File: config.mk
export PLATFORM = sky130hd
export DESIGN_NAME = tx_fcs_append
export DESIGN_NICKNAME = d
export VERILOG_FILES = /design/src/rtl/tx_fcs_append.sv
export SDC_FILE = /design/constraint.sdc
export NUM_CORES = 1
export LEC_CHECK = 0
export BUFFER_PORTS_ARGS = -buffer_cell sky130_fd_sc_hd__buf_2
export CORE_ASPECT_RATIO = 1.2
export CORE_UTILIZATION = 30
export CTS_CLUSTER_DIAMETER = 100
export CTS_CLUSTER_SIZE = 8
export DETAILED_ROUTE_END_ITERATION = 8
export SKIP_CTS_REPAIR_TIMING = 1
export SLEW_MARGIN = 20
export SYNTH_ARGS = -nofsm -noshare
export SYNTH_HDL_FRONTEND = slang
export SYNTH_SLANG_ARGS = --single-unit
File: constraint.sdc
create_clock -name clk -period 5.2 [get_ports clk]
set_input_delay 0.78 -clock clk [delete_from_list [all_inputs] [get_ports clk]]
set_output_delay 0.78 -clock clk [all_outputs]
set_load 0.05 [all_outputs]
File: src/rtl/tx_fcs_append.sv
// Transmit byte-stream stage: forwards PSDU bytes unchanged, then appends the
// 802.11 CRC-32 FCS (LSB first), computed two nibbles per accepted byte.
module tx_fcs_append #(
  parameter int LEN_W = 16
) (
  input  logic             clk,
  input  logic             rst,
  input  logic [7:0]       s_data,
  input  logic             s_valid,
  input  logic             s_last,
  output logic             s_ready,
  output logic [7:0]       m_data,
  output logic             m_valid,
  output logic             m_last,
  input  logic             m_ready,
  output logic             busy,
  output logic [LEN_W-1:0] frame_len,
  output logic             frame_done
);

  typedef enum logic [2:0] {PASS, FCS0, FCS1, FCS2, FCS3} state_t;

  state_t           state;
  logic [31:0]      crc;
  logic [31:0]      fcs;
  logic [31:0]      crc_lo;
  logic [31:0]      crc_next;
  logic [LEN_W-1:0] count;
  logic [LEN_W-1:0] len_pend;
  logic             out_free;
  logic             out_take;
  logic             accept;

  // One reflected CRC-32 step over a nibble using the 16-entry table.
  function automatic logic [31:0] crc_nibble(input logic [31:0] c, input logic [3:0] nib);
    logic [31:0] t;
    case (c[3:0] ^ nib)
      4'h0:    t = 32'h00000000;
      4'h1:    t = 32'h1DB71064;
      4'h2:    t = 32'h3B6E20C8;
      4'h3:    t = 32'h26D930AC;
      4'h4:    t = 32'h76DC4190;
      4'h5:    t = 32'h6B6B51F4;
      4'h6:    t = 32'h4DB26158;
      4'h7:    t = 32'h5005713C;
      4'h8:    t = 32'hEDB88320;
      4'h9:    t = 32'hF00F9344;
      4'hA:    t = 32'hD6D6A3E8;
      4'hB:    t = 32'hCB61B38C;
      4'hC:    t = 32'h9B64C2B0;
      4'hD:    t = 32'h86D3D2D4;
      4'hE:    t = 32'hA00AE278;
      default: t = 32'hBDBDF21C;
    endcase
    return (c >> 4) ^ t;
  endfunction

  assign out_free = !m_valid || m_ready;
  assign out_take = m_valid && m_ready;
  assign s_ready  = (state == PASS) && out_free;
  assign accept   = s_valid && s_ready;
  assign crc_lo   = crc_nibble(crc, s_data[3:0]);
  assign crc_next = crc_nibble(crc_lo, s_data[7:4]);

  // frame_len is staged in len_pend so it changes together with frame_done.
  always_ff @(posedge clk) begin
    if (rst) begin
      state      <= PASS;
      crc        <= 32'hFFFFFFFF;
      fcs        <= '0;
      count      <= '0;
      len_pend   <= '0;
      m_data     <= '0;
      m_valid    <= 1'b0;
      m_last     <= 1'b0;
      busy       <= 1'b0;
      frame_len  <= '0;
      frame_done <= 1'b0;
    end else begin
      frame_done <= out_take && m_last;
      if (out_take && m_last)
        frame_len <= len_pend;
      if (out_take) begin
        m_valid <= 1'b0;
        m_last  <= 1'b0;
      end
      if (accept)
        busy <= 1'b1;
      else if (out_take && m_last)
        busy <= 1'b0;

      case (state)
        PASS: begin
          if (accept) begin
            m_data  <= s_data;
            m_valid <= 1'b1;
            m_last  <= 1'b0;
            crc     <= crc_next;
            count   <= count + LEN_W'(1);
            if (s_last) begin
              fcs   <= ~crc_next;
              state <= FCS0;
            end
          end
        end
        FCS0: begin
          if (out_free) begin
            m_data  <= fcs[7:0];
            m_valid <= 1'b1;
            state   <= FCS1;
          end
        end
        FCS1: begin
          if (out_free) begin
            m_data  <= fcs[15:8];
            m_valid <= 1'b1;
            state   <= FCS2;
          end
        end
        FCS2: begin
          if (out_free) begin
            m_data  <= fcs[23:16];
            m_valid <= 1'b1;
            state   <= FCS3;
          end
        end
        FCS3: begin
          if (out_free) begin
            m_data   <= fcs[31:24];
            m_valid  <= 1'b1;
            m_last   <= 1'b1;
            crc      <= 32'hFFFFFFFF;
            len_pend <= count + LEN_W'(4);
            count    <= '0;
            state    <= PASS;
          end
        end
        default: state <= PASS;
      endcase
    end
  end

endmodule

## Word-level counts from Yosys, hierarchy flattened

Memory sizes are Yosys's and may differ from the RTL's.
Cells that the tools add are included.

- Output and inout bits: 29
- Memory bits (writable): 0
- Input bits: 13
- Bits in latches: 0
- Memories kept: 2
- Register bits after elaboration: 127
- Memory bits (read-only): 896

Memory list:

| memory | words | bits a word | rd ports | clocked after Yosys merged registers in | wr ports | line | source |
|---|---|---|---|---|---|---|---|
| (no name shown) | 16 | 28 | 1 | 0 | 0 | 37 | `case (c[3:0] ^ nib)` |
| (no name shown) | 16 | 28 | 1 | 0 | 0 | 37 |  |

- Div/mod/pow operators: 0
- Reduce and logical (&&, ||, !) cells: 16
- $mul: 0
- Eq/ne operators: 10
- Shift operators: 0
- Order comparisons: 0
- Multiplexer cells: 29
- Bitwise logic cells: 5
- Add/subtract/negate cells: 2

Operator list:

| operator | count |
|---|---|
| two-way mux 32 bit | 2 |
| case mux 32 bit (2 select lines) | 1 |
| bitwise XOR 28 x 32 -> 32 bit | 2 |
| two-way mux 8 bit | 5 |
| case mux 8 bit (5 select lines) | 1 |
| two-way mux 16 bit | 2 |
| inverter 32 bit | 1 |
| case mux 16 bit (2 select lines) | 1 |
| two-way mux 3 bit | 6 |
| adder 16 x 1 -> 16 bit, second input constant | 1 |
| adder 16 x 3 -> 16 bit, second input constant | 1 |
| case mux 3 bit (5 select lines) | 1 |
| inequality test 2 bit, second input constant | 6 |
| AND reduction 6 bit | 2 |
| two-way mux 1 bit | 8 |
| bitwise XOR 4 bit | 2 |
| == test 3 x 2 -> 1 bit, second input constant | 2 |
| AND reduction 3 bit | 2 |
| nonzero test 5 bit | 1 |
| logical AND 1 bit | 4 |
| case mux 1 bit (2 select lines) | 2 |
| nonzero test 2 bit | 2 |
| OR reduction 4 bit | 1 |
| == test 3 x 1 -> 1 bit, second input constant | 1 |
| 5 further kinds | 5 |

## Depth between registers and ports, before layout

An unclocked memory read counts as a cell.

- Depth in word-level cells: 8
- Gate-level depth with buffers: 9
- Depth with buffers taken out: 6

## Least setup slack after synthesis

Ideal clock, no wire load.

- Path kind: input port to output port
- Start point: input port m_ready
- End point: output port s_ready
- Cell stages on the path: 2
- Slack: 2.121 ns
- Path buffers: 0
- Arrival time: 2.299 ns
- Cells stage by stage: nor2b_1 > nor4_1

- Word-level cells in the longest chain between the ends: 2

Ends and longest elaborated chain:

| element | line | source |
|---|---|---|
| start, declared | 15 | `input logic m_ready,` |
| logical OR 1 bit | 58 | `assign out_free = !m_valid \|\| m_ready;` |
| logical AND 1 bit | 60 | `assign s_ready = (state == PASS) && out_free;` |
| end, declared | 11 | `output logic s_ready,` |

Every way passes these cells.

## Worst setup path after layout

- Start point: register state[0]
- End point: register crc[16]

- Word-level cells in the longest chain between the ends: 5
- Elaborated cells between the ends (all ways): 9
- Classes of those cells: 3 x eq/ne; 1 x mux; 5 x reduce/logical

Ends and longest elaborated chain:

| element | line | source |
|---|---|---|
| start, declared | 23 | `state_t state;` |
| start signal, assigned | 68 | `state <= PASS;` |
| start signal, assigned | 102 | `state <= FCS0;` |
| start signal, assigned | 110 | `state <= FCS1;` |
| logical NOT 3 bit | 60, 92 |  |
| logical AND 1 bit | 60 |  |
| logical AND 1 bit | 61 | `assign accept = s_valid && s_ready;` |
| inequality test 2 bit (no source line) | - |  |
| AND reduction 3 bit (no source line) | - |  |
| end signal, assigned | 98 | `crc <= crc_next;` |
| end, declared | 24 | `logic [31:0] crc;` |

Parallel ways exist; a longest one is shown, timed or not.
A chain may end at the register's enable or synchronous reset.

==> metrics.md <==
| Metric | Value |
|---|---|
| Outcome | finished clean |
| Core area | 19100 µm² |
| Number of placed I/O pins | 42 |
| Data required, critical path | 5.51 ns |
| Predominant post-synthesis flop cell | sky130_fd_sc_hd__dfxtp_1 |
| Number of H-tree levels | 4 |
| Most area-hungry cell type in the Yosys netlist | sky130_fd_sc_hd__dfxtp_1 |
| Detail Placement HPWL | 10200 µm |
| Remaining Overflow, GRT | 0 |
| Critical R2R Capture | crc[16] |
| GP Congestion | 0.842 |
| Adder and majority gate portion of the synthesized area | 0.424% |
| Leading cell types by total area after synthesis | sky130_fd_sc_hd__dfxtp_1 43%, sky130_fd_sc_hd__xnor2_1 7.6%, sky130_fd_sc_hd__nand2_1 5.4% |
| Synthesized area divided by synthesized cell count | 9.17 µm² |
| Worst reg-to-reg setup slack | 2.41 ns |
| Die Span Y | 156 µm |
| Highest ir drop seen on vdd | 0.000287 V |
| Inserted Clock Buffers | 17 |
| Synth-to-Final Area Change | 17.1% |
| Antenna-violating nets left | 0 |
| Unrepaired setup endpoints after global routing | false |
| Syn. warnings | 0 |
| Total number of placement rows | 55 |
| Initial core utilization | 30.9% |
| Cell type of the slowest stage on the worst timing path | sky130_fd_sc_hd__nand3_2 |
| Clock insertion delay at the later pin of the skew report | 0.42 ns |
| Number of cells on the worst reg-to-reg path | 4 |
| Number of distinct library cell variants in the gate-level netlist after synthesis | 45 |
| Die extent in x | 130 µm |
| Vias in the first global route | 4201 |
| Maximum clock insertion buffer count | 2 |
| Placed cell count | 900 |
| Leakage power summed over all cells | 2.59 nW |
| Post-synth net total | 658 |
| Met3 wire len | 357 µm |
| WP data arrival | 3.10 ns |
| Antenna diode count | 0 |
| Final sum of negative setup slack | 0 ns |
| Slew at the pin closest to its max-slew limit | 0.979 ns |
| Maximum capacitance violations | 0 |
| Maximum achievable frequency | 0.358 GHz |
| Number of enable-type register cells in the synthesized netlist | 0 |
| Yosys reg bits | 127 |
| Ordered list of cells on the worst path | nor2_1, nand3_2, and2_1, a211o_1 |
| Layout Nets | 678 |
| Path type of the worst min-delay path | reg -> reg |
| WS Path Type | reg -> reg |
| Iter 0 DRT Violations | 197 |
| Instance count of the mapped netlist | 643 |
| Port bufs | 41 |
| Ratio of total power to cell area | 528 nW/µm² |
| Total wire length after detailed routing | 14800 µm |
| CP Max Fanout | 48 |
| Total of endpoints with negative setup slack in the final report | 0 |
| Post-detailed-route wirelength per cell | 15.8 µm |
| Startpoint of the worst hold path | len_pend[8] |
| Die area | 20200 µm² |
| Origin of the critical flop-to-flop path | state[0] |
| Total routing resource utilization after global routing | 15.4% |
| Total power after layout | 3.65 mW |
| Fraction of synthesized area in multiplexers | 2.23% |
| Final max-slew violation count | 0 |
| Met1 routed wirelength after detailed routing | 6460 µm |
| Global-route wire length before repair | 23200 µm |
| XOR/XNOR share of the synthesized area | 18.7% |
| Number of DRC violations after detailed routing | 0 |
| First drt pass iteration count | 4 |
| Count of vias placed by the detailed router | 4455 |
| Number of antenna violations at the first check in global routing | 0 |
| Routed wire length on met2 | 7540 µm |
| Fraction of synthesized cell area taken by the top area cell type | 43.1% |
| Critical Path Start Type | register |
| Detailed-route vias per instance | 4.78 |
| Area fraction in compound gates after synthesis | 15.5% |
| WHS Endpoint | frame_len[8] |
| Proportion of register bits with asynchronous set or reset after synthesis | 0% |
| Proportion of synthesized chip area in sequential cells | 43.1% |
| CTS tree | done |
| Maximum number of pins on one net before global-route repair | 84 |
| CP Capture Type | register |
| Largest family of logic cells by synthesized area | XOR/XNOR gates |
| Worst Hold Depth | 2 |
| Number of sinks on the clock net | 127 |
| Clock period minus final worst setup slack | 2.79 ns |
| Final cycle utilization of the critical path | 53.7% |
| Clock slew at reported path FFs | 0.06 ns |
| Longest individual stage delay on the worst path | 0.85 ns |
| Root Buffer | sky130_fd_sc_hd__clkbuf_16 |
| Clock Skew | 0.00909 ns |
| Worst slew margin relative to its limit | 34.7% |
| Non-Filler Instances | 932 |
| Count of endpoints failing hold in the final timing report | 0 |
| Cell Area, Synth | 5900 µm² |
| Top routing layer in use | met4 |
| Fraction of layout instances using a drive strength above 1 | 15.5% |
| Simple-gate share of the synthesized area | 16.9% |
## cell families after synthesis
kind of cell / Yosys count
mux: 11
buf+inv: 46
xor+xnor: 93
flops: 127
compound gates: 133
simple gates: 231
fa+ha+maj: 2
## cell usage in the layout, fill, tap and decap left out, drive strengths merged, types with 14 or more instances in the layout
cell    count
o211ai     14
xor2       18
clkbuf     17
xnor2      63
nor3       19
a21oi      43
nand2      85
buf        45
dfxtp     127
a211oi     35
nor2       83
## area by class of cell
| type | count | area [µm²] |
|---|---|---|
| clock buffer | 17 | 425 |
| tap | 256 | 320 |
| multi-input combinational | 470 | 3170 |
| sequential | 127 | 2540 |
| fill | 1948 | 12200 |
| clock inverter | 15 | 206 |
| inverter | 2 | 7.51 |
| timing repair buffer | 45 | 235 |
## metal layers
| metal | up-vias | GRT usage [%] |
|---|---|---|
| met5 | - | 0 |
| met4 | 0 | 6.59 |
| met3 | 21 | 3.91 |
| met2 | 57 | 26.4 |
| met1 | 2106 | 18.0 |
| li1 | 2271 | - |
## worst max-delay path, delay by kind of cell, from the launching register on
kind,cells,cell delay (ns)
DFF,1,0.55
and+or+nand+nor,3,1.85
AOI/OAI and AO/OA,1,0.26
## cells in the mapped netlist (all sizes together) (2+ instances only)
library cell and number:
or3 4, and3 6, o211ai 14, clkbuf 29, a21o 2, xor2 18
nor3b 2, xor3 2, a221o 9, a211oi 35, a221oi 7, a22oi 7
nor2b 6, nand4 5, dfxtp 127, and2 5, mux2 7, nand2 85
buf 15, a21oi 43, xnor3 10, inv 2, nand2b 3, nor3 19
mux2i 3, nor4 2, a21bo 2, ha 2, o21ai 10, nor2 83
nand3 9, xnor2 63, a211o 2
## worst max-delay path by stage
stage          slack (ns)  cells past startpoint  endpoint  startpoint
6_report             2.41                      4   crc[16]    state[0]
5_1_grt              2.19                      5   crc[24]    state[2]
4_1_cts              2.40                      4    crc[5]    state[1]
3_5_place_dp         2.25                      5    crc[5]     m_ready
3_3_place_gp         2.30                      5   crc[16]     m_ready
2_1_floorplan        2.12                      2   s_ready     m_ready
## metrics by stage
step	instance area, µm²	setup WS [ns]	utilization, %	hold slack (ns)
floorplan	5900	2.12	-	0.432
global placement	6280	2.30	32.9	0.444
detailed placement	6280	2.25	32.9	0.445
CTS	6910	2.40	36.3	0.453
global route	6910	2.19	36.3	0.471
finish	6910	2.41	36.3	0.450
## power by group
part	internal (mW)	switching, mW
Clock	0.808	0.472
Sequential	1.09	0.0827
Combinational	0.530	0.671
## state kept, by name (all words and copies together), names as in the netlist
register,cells
frame_len,16
state,3
frame_done,1
m_last,1
fcs,32
count,16
m_valid,1
len_pend,16
m_data,8
busy,1
crc,32
(Power assumes the default switching activity.)
